`config.mk`:
```
export PLATFORM = sky130hd
export DESIGN_NAME = uart_tx_fifo
export DESIGN_NICKNAME = d
export VERILOG_FILES = /design/src/rtl/uart_tx_fifo.sv
export SDC_FILE = /design/constraint.sdc
export NUM_CORES = 1
export LEC_CHECK = 0
export ABC_AREA = 1
export ABC_CLOCK_PERIOD_IN_PS = 6710
export CORE_MARGIN = 4
export CORE_UTILIZATION = 40
export DETAILED_ROUTE_END_ITERATION = 10
export PLACE_DENSITY = 0.57
export SETUP_SLACK_MARGIN = 0.3
export SYNTH_ARGS = -nofsm -noshare
export SYNTH_HDL_FRONTEND = slang
export SYNTH_SLANG_ARGS = --single-unit
```
`constraint.sdc`:
```
create_clock -name i_clk -period 6.71 [get_ports i_clk]
set_input_delay 1.342 -clock i_clk [delete_from_list [all_inputs] [get_ports i_clk]]
set_output_delay 1.342 -clock i_clk [all_outputs]
set_load 0.02 [all_outputs]
```
`src/rtl/uart_tx_fifo.sv`:
```
// UART 8N1 transmitter (start, 8 data bits LSB first, stop) fed by a small FIFO.
// Frames go out back to back while the FIFO holds data; o_tx is driven straight from a flop.
module uart_tx_fifo #(
   parameter int unsigned CLK_FREQ = 10000000,
   parameter int unsigned BAUD     = 9600,
   parameter int unsigned DEPTH    = 4
) (
   input  logic                   i_clk,
   input  logic                   i_rst,
   input  logic [7:0]             i_data,
   input  logic                   i_valid,
   output logic                   o_ready,
   output logic                   o_tx,
   output logic                   o_busy,
   output logic [$clog2(DEPTH):0] o_count
);

   localparam int unsigned CLKS_PER_BIT = CLK_FREQ / BAUD;
   localparam int unsigned CNT_W        = $clog2(CLKS_PER_BIT) + 1;
   localparam int unsigned PTR_W        = $clog2(DEPTH);
   localparam int unsigned CW           = PTR_W + 1;
   localparam logic [CNT_W-1:0] BIT_LOAD = CNT_W'(CLKS_PER_BIT - 1);
   localparam logic [CW-1:0]    FULL_CNT = CW'(DEPTH);

   typedef enum logic [1:0] {S_IDLE, S_START, S_DATA, S_STOP} state_t;

   state_t           r_state, w_state_nxt;
   logic [7:0]       r_mem [DEPTH];
   logic [PTR_W-1:0] r_wr_ptr, r_rd_ptr;
   logic [CW-1:0]    r_count;
   logic [CNT_W-1:0] r_cnt, w_cnt_nxt;
   logic [2:0]       r_bit, w_bit_nxt;
   logic [7:0]       r_shift, w_shift_nxt;
   logic             r_tx, w_tx_nxt;
   logic             w_full, w_empty, w_push, w_pop;

   assign w_full  = (r_count == FULL_CNT);
   assign w_empty = (r_count == '0);
   // Fullness is judged before this edge's pop, so a pop never frees room for a same-edge push.
   assign w_push  = i_valid && !w_full;

   assign o_ready = !w_full;
   assign o_tx    = r_tx;
   assign o_busy  = (r_state != S_IDLE);
   assign o_count = r_count;

   always_comb begin
      w_state_nxt = r_state;
      w_cnt_nxt   = r_cnt;
      w_bit_nxt   = r_bit;
      w_shift_nxt = r_shift;
      w_tx_nxt    = r_tx;
      w_pop       = 1'b0;
      case (r_state)
         S_IDLE: begin
            w_tx_nxt = 1'b1;
            if (!w_empty) begin
               w_pop       = 1'b1;
               w_shift_nxt = r_mem[r_rd_ptr];
               w_tx_nxt    = 1'b0;
               w_cnt_nxt   = BIT_LOAD;
               w_bit_nxt   = '0;
               w_state_nxt = S_START;
            end
         end
         S_START: begin
            if (r_cnt == '0) begin
               w_tx_nxt    = r_shift[0];
               w_cnt_nxt   = BIT_LOAD;
               w_bit_nxt   = '0;
               w_state_nxt = S_DATA;
            end else begin
               w_cnt_nxt = r_cnt - CNT_W'(1);
            end
         end
         S_DATA: begin
            if (r_cnt == '0) begin
               w_cnt_nxt = BIT_LOAD;
               if (r_bit == 3'd7) begin
                  w_tx_nxt    = 1'b1;
                  w_state_nxt = S_STOP;
               end else begin
                  w_bit_nxt   = r_bit + 3'd1;
                  w_shift_nxt = {1'b0, r_shift[7:1]};
                  w_tx_nxt    = r_shift[1];
               end
            end else begin
               w_cnt_nxt = r_cnt - CNT_W'(1);
            end
         end
         S_STOP: begin
            if (r_cnt == '0) begin
               if (!w_empty) begin
                  w_pop       = 1'b1;
                  w_shift_nxt = r_mem[r_rd_ptr];
                  w_tx_nxt    = 1'b0;
                  w_cnt_nxt   = BIT_LOAD;
                  w_bit_nxt   = '0;
                  w_state_nxt = S_START;
               end else begin
                  w_state_nxt = S_IDLE;
               end
            end else begin
               w_cnt_nxt = r_cnt - CNT_W'(1);
            end
         end
         default: begin
            w_tx_nxt    = 1'b1;
            w_state_nxt = S_IDLE;
         end
      endcase
   end

   always_ff @(posedge i_clk or posedge i_rst) begin
      if (i_rst) begin
         r_state <= S_IDLE;
         r_cnt   <= '0;
         r_bit   <= '0;
         r_shift <= '0;
         r_tx    <= 1'b1;
      end else begin
         r_state <= w_state_nxt;
         r_cnt   <= w_cnt_nxt;
         r_bit   <= w_bit_nxt;
         r_shift <= w_shift_nxt;
         r_tx    <= w_tx_nxt;
      end
   end

   always_ff @(posedge i_clk or posedge i_rst) begin
      if (i_rst) begin
         r_wr_ptr <= '0;
         r_rd_ptr <= '0;
         r_count  <= '0;
      end else begin
         if (w_push) r_wr_ptr <= r_wr_ptr + PTR_W'(1);
         if (w_pop)  r_rd_ptr <= r_rd_ptr + PTR_W'(1);
         case ({w_push, w_pop})
            2'b10:   r_count <= r_count + CW'(1);
            2'b01:   r_count <= r_count - CW'(1);
            default: r_count <= r_count;
         endcase
      end
   end

   always_ff @(posedge i_clk) begin
      if (w_push) r_mem[r_wr_ptr] <= i_data;
   end

endmodule

```
==> results.md <==
* Status: finished, final reports clean
* Pre-antenna DRT Iters at 4
* Core Area at approximately 8300 sq um
* Final Util at approximately 47%
* Largest net degree at the start of global routing at 34
* Setup TNS at 0 ns
* Max Freq at about 320 MHz
* Ys async rst share at 50.8%
* CTS clk-pin slew, worst paths at about 0.080 ns
* Fin. Hold Viols at 0
* Max-cap violations at 0
* CP most frequent cell: inv_1
* Pwr/cell area at 264 nW/um^2
* Ys flop type: edfxtp_1
* Global-route wire length before repair at 11800 um
* Pre-CTS setup slack at approximately 3.5 ns
* CP required at 5.37 ns
* CP Data Arrival Time at approximately 1.8 ns
* Total clock sinks at 65
* CP max-delay cell: clkdlybuf4s50_1
* Synthesized area at 3410 sq um
* Post-synthesis mux area share at 0.330%
* Area share of and/or/nand/nor cells after synthesis at 30.0%
* Vias at 2537
* Critical-path cell list: inv_1 > ha_1 > inv_1 > clkdlybuf4s50_1
* Sequential fraction of the synthesis area at 52.4%
* Post-Synth XOR/XNOR Area at 1.54%
* Num CTS Buffers at 9
* # IOs at 17
* Min cycle time layout at ~3.1 ns
* Post_cts resized at 0
* Synthesis-to-layout area growth at 13.2%
* Gpl congestion at 0.828
* Detailed-route wire length per cell at 12.8 um
* Antenna cells at 0
* HP Class: reg -> reg
* Leakage power at 1.79 nW
* EDFF count, synth at 32
* RSZ-0062 raised after global routing: false
* Vias in the first global route at about 2500
* CTS tree: yes
* Share of layout cells above drive strength 1 at 8.17%
* Starting Density at 41.3%
* Max Slew Vio Count at 0
* Flop2flop setup slack at 4.08 ns
* Largest family of logic cells by synthesized area: simple AND/OR/NAND/NOR gates
* Placed cells at a little over 500
* Final wirelength at between 6000 and 7000 um
* Crit Path Class: reg -> out
* Worst-margin pin slew at between 0.6 and 0.7 ns
* WHS at approximately 0.48 ns
* Row count at 33
* Residual DRC at 0
* Post-CTS Setup Inserts at 0
* Final WS setup at 3.59 ns
* Library cells used by synthesis at 34
* H-tree levels at 3
* Seq cells post-synth at 65
* Global-route usage over all layers at 14.7%
* Peak supply drop at 0.000154 V
* Die area at 10100 sq um
* IO buf count at 16
* Clock latency on the worst-skew pair at 0.34 ns
* Max_slew headroom at between 50 and 60%
* Design area at 3860 sq um
* DIE WIDTH at roughly 100 um
* Via density at 4.87
* Clk_skew at 0.0127 ns
* Total power at 1.02 mW
* Gate Count Post-Synth at between 300 and 400
* Syn. warnings at 0
* Net count after synthesis at 418
* Layout net count at 436
* Placed instance area at between 3000 and 4000 sq um
* Crit Path Max Fanout at 6
* Antenna violations before repair at 0
* Startpoint types: flip-flop
* Total grt overflow at 0
* First DRT Iteration DRCs at 104
* Detail Route Antenna Nets at 0
* Longest Clk Path Bufs at 2
* Slowest Stage Delay on Critical Path at 0.61 ns
* Hold_buf cts at 0
* Post-DP HPWL at 4910 um
* CP Capture Type: primary output
* Setup-failing EPs final at 0
* Root Buffer: clkbuf_8
* Avg Inst Size Synth at 8.68 sq um
* Final period util at 46.6%
* Synth Area in Compound Gates at 4.62%
* Adder-cell area share of the yosys netlist at 5.35%
* DIE HEIGHT at 100 um
* Non-Filler Instances at 521
[cells in the final DEF, fill, tap and decap left out, types with 2 or more instances in the layout]
cell type and n:
a21oi_1 10, clkbuf_8 9, clkdlybuf4s50_1 16, clkinv_1 2
clkinv_4 2, dfrtp_1 32, edfxtp_1 32, ha_1 13
inv_1 35, inv_2 2, inv_6 2, nand2_1 137
nand2_2 2, nand2_4 3, nand3_1 52, nand4_1 4
nor2_1 27, nor2_2 2, nor3_1 5, o211ai_1 2
o21ai_0 4, o22ai_1 2, xor2_1 5
[path summary, 6_finish.rpt]
path	from	to	cells after the start
max	r_state[0]	o_busy	4
min	r_shift[3]	r_shift[3]	2
max reg2reg	r_cnt[0]	o_count[1]	11
min reg2reg	r_shift[3]	r_shift[3]	2
max in group asynchronous	i_rst	o_tx	3
min in group asynchronous	i_rst	r_cnt[7]	3
[power breakdown]
part           internal (mW)  switching (mW)  leakage (nW)  total, mW
Sequential             0.477          0.0234         0.687      0.501
Clock                  0.175           0.166         0.100      0.341
Combinational         0.0639           0.113          1.01      0.177
Total                  0.716           0.302          1.79       1.02
[routing by layer]
metal / vias to the layer above / global-route usage (%) / routed length (um)
met4: 0 / 5.49 / 125
met2: 37 / 24.0 / 3250
li1: 1318 / - / -
met5: - / 0 / 0
met3: 12 / 2.78 / 207
met1: 1170 / 19.3 / 3110
[state kept, by name, indices dropped and copies added, names as in the netlist]
| register | flops |
|---|---|
| r_mem | 32 |
| r_cnt | 12 |
| r_shift | 8 |
| o_count | 3 |
| r_bit | 3 |
| r_rd_ptr | 2 |
| r_state | 2 |
| r_wr_ptr | 2 |
| o_tx | 1 |
[synthesized netlist by cell type (3+ instances only)]
library cell | count | area (sq um)
clkbuf_1 | 4 | 15.0
o21ai_0 | 4 | 20.0
nor2_1 | 27 | 101
buf_2 | 5 | 25.0
xor2_1 | 5 | 43.8
a21oi_1 | 10 | 50.1
nor3_1 | 5 | 25.0
nand3_1 | 52 | 260
inv_1 | 35 | 131
nand2_4 | 3 | 33.8
dfrtp_1 | 32 | 801
nand2_1 | 137 | 514
nand4_1 | 4 | 25.0
edfxtp_1 | 32 | 961
ha_1 | 13 | 163
[worst max-delay path: cells and delay by family (launching register included)]
kind	cells	cell delay, ns
flip-flops	1	0.43
adder cells (fa/ha/maj)	1	0.20
buffers and inverters	3	0.81
[cell families (layout without fill, tap and decap cells)]
group,count (synthesis),in the layout
fa+ha+maj,14,14
mux,1,1
flops,65,65
simple gates,235,235
compound gates,23,23
xor+xnor,6,6
buf+inv,49,72
[cell type report]
type                       instances  area [sq um]
fill                             806          4400
sequential                        65          1790
multi-input combinational        279          1430
timing repair buffer              17           168
inverter                          39           146
tap                              105           131
clock buffer                       9           124
clock inverter                     7          77.6
No activity file was read; power rests on OpenSTA's default activity.
